==> src/rtl/rv32i_pkg.sv <==
// Shared RV32I front-end definitions: fetch FSM states, word size and PC step helper.
package rv32i_pkg;

    localparam int XLEN = 32;
    localparam logic [XLEN-1:0] INSN_BYTES = 32'd4;

    typedef enum logic [1:0] {
        RUN,
        DRAIN,
        FAULT
    } fetch_state_t;

    function automatic logic [XLEN-1:0] next_pc(input logic [XLEN-1:0] pc);
        return pc + INSN_BYTES;
    endfunction

endpackage

==> src/rtl/pc_fetch_unit_if.sv <==
// Fetch front-end bundle: redirect inputs, imem request/response and decode delivery channels.
interface pc_fetch_unit_if;
    import rv32i_pkg::*;

    logic            pc_src;
    logic [XLEN-1:0] pc_addr;
    logic            imem_req_valid;
    logic            imem_req_ready;
    logic [XLEN-1:0] imem_req_addr;
    logic            imem_rsp_valid;
    logic [XLEN-1:0] imem_rsp_data;
    logic            inst_valid;
    logic            inst_ready;
    logic [XLEN-1:0] inst_data;
    logic [XLEN-1:0] inst_pc;
    logic            fetch_fault;

    modport master (
        input  pc_src, pc_addr, imem_req_ready, imem_rsp_valid, imem_rsp_data, inst_ready,
        output imem_req_valid, imem_req_addr, inst_valid, inst_data, inst_pc, fetch_fault
    );

    modport slave (
        output pc_src, pc_addr, imem_req_ready, imem_rsp_valid, imem_rsp_data, inst_ready,
        input  imem_req_valid, imem_req_addr, inst_valid, inst_data, inst_pc, fetch_fault
    );

endinterface

==> src/rtl/fetch_queue.sv <==
// Small synchronous FIFO of {pc, inst} entries; flush has priority over push and pop.
module fetch_queue #(
    parameter int DEPTH = 2,
    parameter int W     = 64,
    localparam int CW   = $clog2(DEPTH + 1)
) (
    input  logic          clk,
    input  logic          rst_n,
    input  logic          flush,
    input  logic          push,
    input  logic [W-1:0]  push_data,
    input  logic          pop,
    output logic [W-1:0]  pop_data,
    output logic          full,
    output logic          empty,
    output logic [CW-1:0] count
);

    localparam int AW = (DEPTH > 1) ? $clog2(DEPTH) : 1;

    logic [W-1:0]  mem [DEPTH];
    logic [AW-1:0] rd_ptr;
    logic [AW-1:0] wr_ptr;
    logic          do_push;
    logic          do_pop;

    function automatic logic [AW-1:0] ptr_inc(input logic [AW-1:0] p);
        return (p == AW'(DEPTH - 1)) ? '0 : p + AW'(1);
    endfunction

    assign full     = (count == CW'(DEPTH));
    assign empty    = (count == '0);
    assign do_push  = push & ~full;
    assign do_pop   = pop & ~empty;
    assign pop_data = mem[rd_ptr];

    always_ff @(posedge clk or negedge rst_n) begin
        if (!rst_n) begin
            rd_ptr <= '0;
            wr_ptr <= '0;
            count  <= '0;
        end else if (flush) begin
            rd_ptr <= '0;
            wr_ptr <= '0;
            count  <= '0;
        end else begin
            if (do_push) wr_ptr <= ptr_inc(wr_ptr);
            if (do_pop)  rd_ptr <= ptr_inc(rd_ptr);
            count <= count + CW'(do_push) - CW'(do_pop);
        end
    end

    // Storage carries no reset; only pointers and count define validity.
    always_ff @(posedge clk) begin
        if (do_push && !flush) mem[wr_ptr] <= push_data;
    end

endmodule

==> src/rtl/pc_fetch_unit.sv <==
// RV32I PC and instruction-fetch front end: credit-limited in-order fetch, 2-entry queue,
// redirect flush with in-flight drop counting, sticky misaligned-redirect fault.
module pc_fetch_unit
    import rv32i_pkg::*;
#(
    parameter logic [XLEN-1:0] RESET_PC = 32'h0000_0000,
    parameter int              QDEPTH   = 2
) (
    input logic              clk,
    input logic              rst_n,
    pc_fetch_unit_if.master  bus
);

    localparam int CW = $clog2(QDEPTH + 1);

    fetch_state_t    state, state_n;
    logic [XLEN-1:0] fetch_pc, fetch_pc_n;
    logic [XLEN-1:0] resp_pc, resp_pc_n;
    logic [CW-1:0]   outstanding, outstanding_n;
    logic [CW-1:0]   drop_cnt, drop_cnt_n;
    logic [CW-1:0]   out_after;
    logic [CW:0]     in_use;

    logic              q_flush, q_push, q_pop;
    logic              q_full, q_empty;
    logic [CW-1:0]     q_count;
    logic [2*XLEN-1:0] q_push_data, q_head;

    logic req_valid, req_fire, rsp, inst_fire;
    logic redirect_ok, misalign;

    fetch_queue #(
        .DEPTH (QDEPTH),
        .W     (2 * XLEN)
    ) u_queue (
        .clk       (clk),
        .rst_n     (rst_n),
        .flush     (q_flush),
        .push      (q_push),
        .push_data (q_push_data),
        .pop       (q_pop),
        .pop_data  (q_head),
        .full      (q_full),
        .empty     (q_empty),
        .count     (q_count)
    );

    // Credit covers both in-flight requests and queued words, so responses never overflow.
    assign in_use    = {1'b0, outstanding} + {1'b0, q_count};
    assign req_valid = rst_n && (state == RUN) && !q_full && (in_use < (CW + 1)'(QDEPTH));

    assign req_fire    = req_valid & bus.imem_req_ready;
    assign rsp         = bus.imem_rsp_valid;
    assign inst_fire   = bus.inst_valid & bus.inst_ready;
    assign redirect_ok = bus.pc_src & (bus.pc_addr[1:0] == 2'b00);
    assign misalign    = bus.pc_src & (bus.pc_addr[1:0] != 2'b00);
    assign out_after   = outstanding + CW'(req_fire) - CW'(rsp);
    assign q_push_data = {resp_pc, bus.imem_rsp_data};

    assign bus.imem_req_valid = req_valid;
    assign bus.imem_req_addr  = fetch_pc;
    assign bus.inst_valid     = (state == RUN) && !q_empty;
    assign bus.inst_data      = q_head[XLEN-1:0];
    assign bus.inst_pc        = q_head[2*XLEN-1:XLEN];
    assign bus.fetch_fault    = (state == FAULT);

    always_comb begin
        state_n       = state;
        fetch_pc_n    = fetch_pc;
        resp_pc_n     = resp_pc;
        outstanding_n = out_after;
        drop_cnt_n    = drop_cnt;
        q_flush       = 1'b0;
        q_push        = 1'b0;
        q_pop         = inst_fire;
        case (state)
            RUN: begin
                if (req_fire) fetch_pc_n = next_pc(fetch_pc);
                if (rsp) begin
                    q_push    = 1'b1;
                    resp_pc_n = next_pc(resp_pc);
                end
                if (redirect_ok) begin
                    fetch_pc_n = bus.pc_addr;
                    resp_pc_n  = bus.pc_addr;
                    q_flush    = 1'b1;
                    drop_cnt_n = out_after;
                    if (out_after != '0) state_n = DRAIN;
                end
            end
            DRAIN: begin
                if (rsp) drop_cnt_n = drop_cnt - CW'(1);
                if (redirect_ok) begin
                    fetch_pc_n = bus.pc_addr;
                    resp_pc_n  = bus.pc_addr;
                end
                if (drop_cnt_n == '0) state_n = RUN;
            end
            FAULT: begin
                state_n = FAULT;
            end
            default: begin
                state_n = RUN;
            end
        endcase
        // A misaligned target overrides everything and parks the unit until reset.
        if (misalign) begin
            state_n = FAULT;
            q_flush = 1'b1;
        end
    end

    always_ff @(posedge clk or negedge rst_n) begin
        if (!rst_n) begin
            state       <= RUN;
            fetch_pc    <= RESET_PC;
            resp_pc     <= RESET_PC;
            outstanding <= '0;
            drop_cnt    <= '0;
        end else begin
            state       <= state_n;
            fetch_pc    <= fetch_pc_n;
            resp_pc     <= resp_pc_n;
            outstanding <= outstanding_n;
            drop_cnt    <= drop_cnt_n;
        end
    end

endmodule

==> src/flat_wrapper.sv <==
// flat-port wrapper written by rule: the top's interface ports become plain ports
module pc_fetch_unit_flat import rv32i_pkg::*;
#(
    parameter logic [XLEN-1:0] RESET_PC = 32'h0000_0000,
    parameter int              QDEPTH   = 2
)
  (clk, rst_n, bus_pc_src, bus_pc_addr, bus_imem_req_ready, bus_imem_rsp_valid, bus_imem_rsp_data, bus_inst_ready, bus_imem_req_valid, bus_imem_req_addr, bus_inst_valid, bus_inst_data, bus_inst_pc, bus_fetch_fault);
  pc_fetch_unit_if bus_i ();
  input logic clk;
  input logic rst_n;
  input wire logic [$bits(bus_i.pc_src)-1:0] bus_pc_src;
  input wire logic [$bits(bus_i.pc_addr)-1:0] bus_pc_addr;
  input wire logic [$bits(bus_i.imem_req_ready)-1:0] bus_imem_req_ready;
  input wire logic [$bits(bus_i.imem_rsp_valid)-1:0] bus_imem_rsp_valid;
  input wire logic [$bits(bus_i.imem_rsp_data)-1:0] bus_imem_rsp_data;
  input wire logic [$bits(bus_i.inst_ready)-1:0] bus_inst_ready;
  output wire logic [$bits(bus_i.imem_req_valid)-1:0] bus_imem_req_valid;
  output wire logic [$bits(bus_i.imem_req_addr)-1:0] bus_imem_req_addr;
  output wire logic [$bits(bus_i.inst_valid)-1:0] bus_inst_valid;
  output wire logic [$bits(bus_i.inst_data)-1:0] bus_inst_data;
  output wire logic [$bits(bus_i.inst_pc)-1:0] bus_inst_pc;
  output wire logic [$bits(bus_i.fetch_fault)-1:0] bus_fetch_fault;
  assign bus_i.pc_src = bus_pc_src;
  assign bus_i.pc_addr = bus_pc_addr;
  assign bus_i.imem_req_ready = bus_imem_req_ready;
  assign bus_i.imem_rsp_valid = bus_imem_rsp_valid;
  assign bus_i.imem_rsp_data = bus_imem_rsp_data;
  assign bus_i.inst_ready = bus_inst_ready;
  assign bus_imem_req_valid = bus_i.imem_req_valid;
  assign bus_imem_req_addr = bus_i.imem_req_addr;
  assign bus_inst_valid = bus_i.inst_valid;
  assign bus_inst_data = bus_i.inst_data;
  assign bus_inst_pc = bus_i.inst_pc;
  assign bus_fetch_fault = bus_i.fetch_fault;
  pc_fetch_unit #(.RESET_PC(RESET_PC), .QDEPTH(QDEPTH)) u_core (.clk(clk), .rst_n(rst_n), .bus(bus_i));
endmodule
==> config.mk <==
export PLATFORM = sky130hd
export DESIGN_NAME = pc_fetch_unit_flat
export DESIGN_NICKNAME = d
export VERILOG_FILES = /design/src/rtl/rv32i_pkg.sv /design/src/rtl/pc_fetch_unit_if.sv /design/src/rtl/fetch_queue.sv /design/src/rtl/pc_fetch_unit.sv /design/src/flat_wrapper.sv
export SDC_FILE = /design/constraint.sdc
export NUM_CORES = 1
export LEC_CHECK = 0
export ABC_AREA = 1
export CAP_MARGIN = 40
export CORE_MARGIN = 8
export CORE_UTILIZATION = 45
export CTS_CLUSTER_DIAMETER = 200
export DETAILED_ROUTE_END_ITERATION = 7
export GPL_TIMING_DRIVEN = 0
export PLACE_DENSITY = 0.7
export SKIP_CTS_REPAIR_TIMING = 1
export SYNTH_ARGS = -nofsm -noshare
export SYNTH_HDL_FRONTEND = slang
export SYNTH_SLANG_ARGS = --single-unit
==> constraint.sdc <==
create_clock -name clk -period 5.05 [get_ports clk]
set_input_delay 0.505 -clock clk [delete_from_list [all_inputs] [get_ports clk]]
set_output_delay 0.505 -clock clk [all_outputs]
set_load 0.01 [all_outputs]
Yosys cells after proc, flatten, opt, wreduce, memory -nomap -nowiden
Memory sizes are Yosys's and may differ from the RTL's.
Index checks and enable logic that the tools add are counted.
{"block": "word_totals", "ram_bits": 128, "register_bits": 74, "wordCells": 89, "memories": 1}
{"name": "u_core.u_queue.mem", "depth": 2, "width": 64, "rd": 1, "rd_ports_with_merged_regs": 0, "wr": 1, "line": "fetch_queue.sv:21", "text": "logic [W-1:0] mem [DEPTH];"}
{"block": "op_classes", "n_reduce_logical": 21, "order_cmp": 1, "addsub": 10, "n_bitwise": 8, "eq_ne": 10, "mux": 30}
{"cell": "$mux W32", "count": 5}
{"cell": "$pmux W32 S2", "count": 2}
{"cell": "$add A32 B3 Y32 const B", "count": 2}
{"cell": "$mux W2", "count": 8}
{"cell": "$mux W1", "count": 13}
{"cell": "$reduce_bool A2 Y1", "count": 5}
{"cell": "$ne A3 B1 Y1 const B", "count": 3}
{"cell": "$reduce_and A3 Y1", "count": 3}
{"cell": "$logic_not A2 Y1", "count": 4}
{"cell": "$and A1 B1 Y1", "count": 6}
{"cell": "$ne A3 B2 Y1 const B", "count": 2}
{"cell": "$pmux W2 S3", "count": 1}
{"cell": "$logic_and A1 B1 Y1", "count": 5}
{"cell": "$add A2 B1 Y2", "count": 2}
{"cell": "$eq A2 B2 Y1 const B", "count": 2}
{"cell": "$ne A2 B1 Y1 const B", "count": 2}
{"cell": "$pmux W2 S2", "count": 1}
{"cell": "$sub A2 B1 Y2", "count": 2}
{"cell": "$add A2 B2 Y3", "count": 1}
{"cell": "$logic_not A1 Y1", "count": 3}
{"cell": "$lt A3 B2 Y1 const B", "count": 1}
{"cell": "$add A1 B1 Y1 const B", "count": 2}
{"cell": "$eq A2 B1 Y1 const B", "count": 1}
{"cell": "$not A1 Y1", "count": 2}
{"cell": "2 further kinds", "count": 2}

Longest topological paths before layout
Gate-level depths: netlist (run 1).
{"block": "depth", "depth_word": 12, "mapped_depth": 13}

Modules after synthesis
A second synthesis (run 1) with hierarchy kept.
{"block": "unflattened", "cells_unflattened": 1149, "hier_area_um2": 9868.2}
{"module": "pc_fetch_unit", "instances": 1, "area_per_inst_um2": 4962.3, "cells_each": 779}
{"module": "fetch_queue", "instances": 1, "area_per_inst_um2": 4906.0, "cells_each": 370}

Least setup slack after synthesis (run 1)
OpenSTA, ideal clock, no wires.
{"block": "synth_timing", "path_type": "input port to flip-flop", "from": "in bus_pc_addr[1]", "to": "mem u_core.u_queue.mem[0][0], enable pin", "n_path_buf": 0, "path_stages": 5, "setup_slack_ps": 760, "arrival_time_ps": 3803, "required_ps": 4564, "path_cell_list": "nor2_4 inv_1 o21ai_0 nand2_1 nor2_1"}
{"block": "synth_between", "elab_chain_cells": 9, "elab_cells_between_ends": 11, "cone_classes": "5 x mux; 2 x bitwise; 4 x reduce/logical"}
{"element": "start, declared", "line": "flat_wrapper.sv:12", "text": "input wire logic [$bits(bus_i.pc_addr)-1:0] bus_pc_addr;"}
{"element": "$logic_not A2 Y1", "line": "pc_fetch_unit.sv:55", "text": "assign redirect_ok = bus.pc_src & (bus.pc_addr[1:0] == 2'b00);"}
{"element": "$and A1 B1 Y1", "line": "pc_fetch_unit.sv:55"}
{"element": "$mux W1", "line": "pc_fetch_unit.sv:83", "text": "if (redirect_ok) begin"}
{"element": "$mux W1", "line": "pc_fetch_unit.sv:76", "text": "case (state)"}
{"element": "$mux W1 (*)", "line": "pc_fetch_unit.sv:107", "text": "if (misalign) begin"}
{"element": "$logic_not A1 Y1 (*)", "line": "fetch_queue.sv:55", "text": "if (do_push && !flush) mem[wr_ptr] <= push_data;"}
{"element": "$logic_and A1 B1 Y1 (*)", "line": "fetch_queue.sv:55"}
{"element": "$mux W1 (*)", "line": "fetch_queue.sv:55"}
{"element": "$mux W1 (implied by the code) (*)", "line": "fetch_queue.sv:55"}
{"element": "end, declared", "line": "fetch_queue.sv:21"}
Every way passes the cells marked *; elsewhere a longest branch is shown, timed or not.

Final worst setup path (run 1)
{"block": "layout_timing", "from": "reg u_core.u_queue.rd_ptr", "to": "out bus_inst_data[29]"}
{"block": "layout_between", "elab_chain_cells": 1}
{"element": "start, declared", "line": "fetch_queue.sv:22", "text": "logic [AW-1:0] rd_ptr;"}
{"element": "start signal, assigned", "line": "fetch_queue.sv:48", "text": "if (do_pop) rd_ptr <= ptr_inc(rd_ptr);"}
{"element": "$mem_v2 Z2 W64"}
{"element": "end, declared", "line": "flat_wrapper.sv:20", "text": "output wire logic [$bits(bus_i.inst_data)-1:0] bus_inst_data;"}
Every way passes these cells.

==> results.cfg, run 1 <==
[sta]
tightest_slew_ns = 0.779
setup_slack_ns = 1.98
rsz0062_at_grt = false
min_period_ns = 3.07
period_share_pct = 60.7
whs_ns = 0.472
max_freq_mhz = 326
hold_viol = 0
drv_slew = 0
slew_headroom_pct = 48.1
setup_viol = 0
skew_ns = 0.0147

[setup_path]
crit_cells = 6
r2r_end = u_core.state[0]
reg2regPathDepth = 12
end_kind = output pin
r2r-start = u_core.u_queue.count[0]
cp.required_ns = 4.55
cp_top_family = buffers and inverters
crit_type = flop to output pin
regToRegSetupSlack_ns = 2.50
crit_start = u_core.u_queue.rd_ptr
crit_end = bus_inst_data[29]
cpMaxStageDelayCell = clkdlybuf4s50_1
worstPathMaxFanout = 10
cpPeakStageDelay_ns = 0.53
worstPathArrival_ns = 2.56
worstPathCellList = inv_1 > clkbuf_1 > clkbuf_1 > nand2_1 > nand2_1 > clkdlybuf4s50_1
worst_setup_path_start_kind = flop
path_buf_inv = 4

[yosys]
synth_top_family_by_area = simple AND/OR/NAND/NOR gates
synth_xor_area_share_pct = 1.40
synth_compound_area_share_pct = 5.93
synthTopCellsByArea = edfxtp_1 (38%), dfrtp_1 (19%), nand2_1 (18%)
synth_mux_area_share_pct = 0
synth_fa_ha_area_share_pct = 0.952
seq_area_frac_synth_pct = 57.0
synth.avg_cell_area_um2 = 8.59
synth_edf_count = 128
async_flop_share_pct = 36.6
synth_ff_type = edfxtp_1
synthCells = 1163
synth-simple-area-share_pct = 29.1
synth_seq_cells = 202
syn-num-nets = 1240
synth_area_mm2 = 0.00998
synth_top_area_cell = edfxtp_1
ys.warnings.count = 0
yosysTopAreaCellShare_pct = 38.5
yosysUniqueCellTypes = 37

[die]
ios = 169
rows = 54
die_h_um = 165
dieWidth_um = 165
start_util_pct = 45.8
core-area_mm2 = 0.0218
die-area_mm2 = 0.0272

[clock_network]
cts_buffers = 22
clk_path_buf_depth = 3
cts_tree = done
htreeDepth = 1
clock_latency_ns = 0.51
cts.reportedPaths.clkPinSlew_ns = 0.07
cts-root-buf = clkbuf_16
cts_sinks = 202

[grt]
grt_pass1_wl_um = 43100
antenna_found_initial = 0
grt_use_total_pct = 20.0
overflow = 0
grt_max_degree = 51
first_global_vias = 8176

[final_layout]
seqCellArea_mm2 = 0.00570
antenna_cells = 0
drive_gt1_share_pct = 7.70
fin_nets = 1438
multi_input_area_mm2 = 0.00375
nFillCells = 1892
area_growth_pct = 29.7

[hold_path]
hold_class = primary input to asynchronous set/reset pin

[drt]
via_per_inst = 5.03
firstDrtPassIters = 5
wl_per_cell_um = 16.5
drc_errors = 0
ant_nets = 0
vias = 8334
first_iter_violations = 535
drt-total-wl_um = 27300

[job]
cap_violations = 0

[run_status]
outcome = finished, final reports clean

[place]
hpwlAfterDp_um = 20100
pre_cts_slack_ns = 1.98
port_buffers = 168
globalplace.congestion = 0.954

[power_and_ir_drop]
power_mw = 3.65
p_int_mw = 2.90
p_leak_nw = 5.60
pwr-share-clk_pct = 47.4
vdd_drop_max_mv = 0.220
p_sw_mw = 0.753
powerDensity_mw_per_mm2 = 282
pwr-share-comb_pct = 4.2
sw_frac_of_total_pct = 20.6
p_seq_share_pct = 48.3
## through the flow
stage          instances  instance area, µm²  utilization, %  TNS (ns)
2_1_floorplan       1163                9980               -         0
3_3_place_gp        1611               12000            55.1   -189.75
3_5_place_dp        1616               12100            55.6         0
4_1_cts             1656               12900            59.3         0
5_1_grt             1657               12900            59.3         0
6_report            1657               12900            59.3         0
## logic make-up after synthesis
kind of cell / count (synthesis)
fa+ha+maj: 7
compound gates: 107
simple gates: 697
flops: 202
xor+xnor: 16
buf+inv: 134
## layout make-up
| cell class | instances | area share, % |
|---|---|---|
| Sequential cell | 202 | 44.0 |
| Multi-Input combinational cell | 827 | 29.0 |
| Timing Repair Buffer | 174 | 13.9 |
| Clock buffer | 25 | 4.66 |
| Inverter | 99 | 2.87 |
| Tap cell | 280 | 2.71 |
| Clock inverter | 15 | 1.46 |
| Buffer | 35 | 1.40 |
## power groups by stage
stage          Sequential [mW]  Clock [mW]  Combinational, mW
6_report                  1.77        1.73              0.154
5_1_grt                   1.77        1.82              0.171
4_1_cts                   1.77        1.76              0.154
3_5_place_dp              1.80           0              0.153
3_3_place_gp              1.80           0              0.145
2_1_floorplan             1.80           0             0.0571
## Yosys cell counts, types with 3 or more instances
cell type  instances
dfrtp_1           74
buf_2             10
xor2_1             6
xnor2_1           10
nor2_1           128
clkbuf_1          17
nand3b_1          16
buf_4              6
a31oi_1           12
nor2_2            13
a21boi_0           9
a21oi_1           43
nand2_4            3
o22ai_1            3
inv_2              6
nand4_1            6
edfxtp_1         128
ha_1               6
nor2_4             6
nand3_1           40
a21boi_1           4
o21ai_1           12
o21ai_0           22
nand2_2            7
inv_1             93
nand2_1          468
## layer usage
layer	vias up	track usage (%)	wire [µm]
met3	63	3.51	2050
met1	3830	26.5	11900
met2	303	32.3	12400
met5	-	0	0
met4	0	7.49	936
li1	4138	-	-
## flip-flops by register name, indices dropped and copies added (netlist names)
| name | flops |
|---|---|
| u_core.resp_pc | 32 |
| u_core.drop_cnt | 2 |
| u_core.u_queue.mem | 128 |
| u_core.bus.imem_req_addr | 32 |
| u_core.outstanding | 2 |
| u_core.u_queue.rd_ptr | 1 |
| u_core.u_queue.wr_ptr | 1 |
| u_core.state | 2 |
| u_core.u_queue.count | 2 |
## cells in the final DEF (no fill, tap or decap), drive strengths merged
cell,synthesis,layout
dlygate4sd3,0,1
a31oi,12,12
fa,1,1
nand2,478,478
clkdlybuf4s50,0,167
nand4,7,7
bufinv,0,4
edfxtp,128,128
a22oi,1,1
o21bai,1,1
inv,99,99
or2,2,2
o21ai,34,34
clkinvlp,0,3
o22ai,3,3
nor2,148,148
dfrtp,74,74
a21boi,13,13
nor3,2,2
nand3b,16,16
and3,1,1
clkinv,0,8
a21oi,43,43
buf,18,24
clkbuf,17,42
nand3,42,42
ha,6,6
and2,1,1
xor2,6,6
xnor2,10,10
## worst register-to-register path, delay by kind of cell, from the launching register on
| kind | cells | cell delay (ns) |
|---|---|---|
| simple gates | 5 | 0.74 |
| fa+ha+maj | 2 | 0.68 |
| buf+inv | 3 | 0.40 |
| compound gates | 2 | 0.21 |
| flops | 1 | 0.41 |
## how the worst min path moves through the flow
stage	startpoint	end	slack [ns]
after floorplan	rst_n	u_core.bus.imem_req_addr[0]	0.21
after global placement	u_core.bus.imem_req_addr[1]	u_core.bus.imem_req_addr[1]	0.45
after detailed placement	u_core.bus.imem_req_addr[1]	u_core.bus.imem_req_addr[1]	0.46
after CTS	rst_n	u_core.bus.imem_req_addr[27]	-0.07
after global routing	rst_n	u_core.bus.imem_req_addr[31]	0.49
final	rst_n	u_core.bus.imem_req_addr[28]	0.47
Power figures use the tool's default switching activity.
==> run 2, diff against run 1 <==
==> constraint.sdc (replaced) <==
create_clock -name clk -period 2.95 [get_ports clk]
set_input_delay 0.295 -clock clk [delete_from_list [all_inputs] [get_ports clk]]
set_output_delay 0.295 -clock clk [all_outputs]
set_load 0.01 [all_outputs]
==> run 2 against run 1 <==
Sequential share of layout area decreased by 0.14 points. Final cell count rose by 0.12%. Design area is 0.31% higher. Core utilization up 0.18 points. Global-route usage grew 0.17 points. Worst hold slack got worse by 0.23 ns. Sequential power grew 71%. Critical path depth is the same. Register-to-register slack got worse by 2.1 ns. First-iteration DRC count increased by 5.0%. Critical endpoint is now bus_inst_pc[18].
==> results.cfg, run 2 (same netlist as run 1, synthesis figures left out) <==
[run_status]
outcome = finished, final reports clean

[setup_path]
path_buf_inv = 4
crit_type = flop to output pin
cpMaxStageDelayCell = clkdlybuf4s50_1
cp_top_family = buffers and inverters
worst_setup_path_start_kind = flop
crit_top_cell = nand2_1
end_kind = output pin
worstPathArrival_ns = 2.43
cpPeakStageDelay_ns = 0.58
crit_start = u_core.u_queue.rd_ptr
worstPathMaxFanout = 10
worstPathCellList = inv_1 > clkbuf_1 > clkbuf_2 > nand2_1 > nand2_1 > clkdlybuf4s50_1
r2r-start = u_core.u_queue.count[0]
cp.required_ns = 2.65

[drt]
wl_per_cell_um = 16.7
firstDrtPassIters = 5
drt-total-wl_um = 27700
drc_errors = 0
vias = 8411
via_per_inst = 5.07
ant_nets = 0
first_iter_violations = 562

[power_and_ir_drop]
pwr-share-clk_pct = 48.0
vdd_drop_max_mv = 0.295
powerDensity_mw_per_mm2 = 487
pwr-share-comb_pct = 4.2
p_sw_mw = 1.30
p_seq_share_pct = 47.8
p_leak_nw = 5.63
p_int_mw = 5.03
sw_frac_of_total_pct = 20.5

[final_layout]
regMostFlops = u_core.u_queue.mem
nFillCells = 1931
area_growth_pct = 30.1
mostFrequentLayoutCells = nand2_1 (468), clkdlybuf4s50_1 (167), edfxtp_1 (128), nor2_1 (126), inv_1 (93)
drive_gt1_share_pct = 8.12
antenna_cells = 0
mostFrequentLayoutCell = nand2_1
largest_reg_flops = 128
fin_nets = 1439
final_area_mm2 = 0.0130

[sta]
period_share_pct = 92.5
min_period_ns = 2.73
slew_headroom_pct = 48.5
rsz0062_at_grt = false
max_freq_mhz = 367
setup_slack_ns = 0.222
tightest_slew_ns = 0.773
skew_ns = 0.0145
hold_viol = 0
whs_ns = 0.240
setup_viol = 0
drv_slew = 0

[hold_path]
hold_class = primary input to asynchronous set/reset pin

[grt]
use_met1_pct = 26.7
grt_max_degree = 52
overflow = 0
grt_pass1_wl_um = 43400
first_global_vias = 8359
met2_usage_pct = 32.9
top_usage_layer = met2
antenna_found_initial = 0
grt_use_total_pct = 20.2
met3_usage_pct = 3.81

[clock_network]
cts.reportedPaths.clkPinSlew_ns = 0.06
cts_tree = done
cts_buffers = 23
clock_latency_ns = 0.51
cts-root-buf = clkbuf_16
htreeDepth = 1
clk_path_buf_depth = 3
cts_sinks = 202

[job]
cap_violations = 0

[die]
rows = 54
ios = 169
core-area_mm2 = 0.0218
dieWidth_um = 165
die_h_um = 165
die-area_mm2 = 0.0272
start_util_pct = 45.8

[place]
globalplace.congestion = 0.924
pre_cts_slack_ns = -0.153
port_buffers = 168
place_area_mm2 = 0.0122
hpwlAfterDp_um = 20700
==> run 2: final timing paths <==
| check | endpoint | slack, ns | cells after the start |
|---|---|---|---|
| max | bus_inst_pc[18] | 0.22 | 6 |
| min | u_core.bus.imem_req_addr[26] | 0.24 | 2 |
| max reg2reg | u_core.state[0] | 0.40 | 12 |
| min reg2reg | u_core.bus.imem_req_addr[1] | 0.47 | 2 |
| max in group asynchronous | u_core.bus.imem_req_addr[6] | 2.11 | 3 |
| min in group clk | u_core.u_queue.mem[0][0] | 0.37 | 1 |
==> run 2: power by group through the flow <==
stage	combinational (mW)	sequential, mW	clock [mW]
after floorplan	0.0977	3.08	0
after global placement	0.249	3.08	0
after detailed placement	0.262	3.08	0
after CTS	0.264	3.03	3.06
after global routing	0.288	3.02	3.19
final	0.264	3.03	3.04
==> run 2: layer usage <==
layer  part of all wire (%)  up-vias
met4                    2.8        0
met2                     46      324
met5                      0        -
met3                    8.0       53
met1                     43     3886
li1                       -     4148
==> run 2: final cells by class <==
type                            count  area [µm²]  area share (%)
Buffer                             35         188            1.45
Inverter                           99         372            2.86
Tap cell                          280         350            2.70
Multi-Input combinational cell    827        3750            28.9
Clock inverter                     13         180            1.39
Sequential cell                   202        5700            43.9
Timing Repair Buffer              174        1810            14.0
Clock buffer                       29         638            4.91
==> run 2: worst register-to-register path: cells and delay by family, from the launching register on <==
kind                     cells  cell delay [ns]
AO/OA/AOI/OAI                2             0.21
adder cells (fa/ha/maj)      2             0.68
buffers and inverters        3             0.41
flip-flops                   1             0.41
AND/OR/NAND/NOR              5             0.73
==> run 2: per-stage QoR <==
| stage | utilization (%) | std cells | power [mW] | setup TNS, ns |
|---|---|---|---|---|
| CTS | 59.4 | 1658 | 6.35 | 0 |
| finish | 59.5 | 1659 | 6.33 | 0 |
| detailed placement | 55.7 | 1616 | 3.34 | -8.61 |
| global placement | 55.1 | 1611 | 3.33 | -405.34 |
| floorplan | - | 1163 | 3.18 | -18.04 |
| global route | 59.5 | 1659 | 6.50 | 0 |
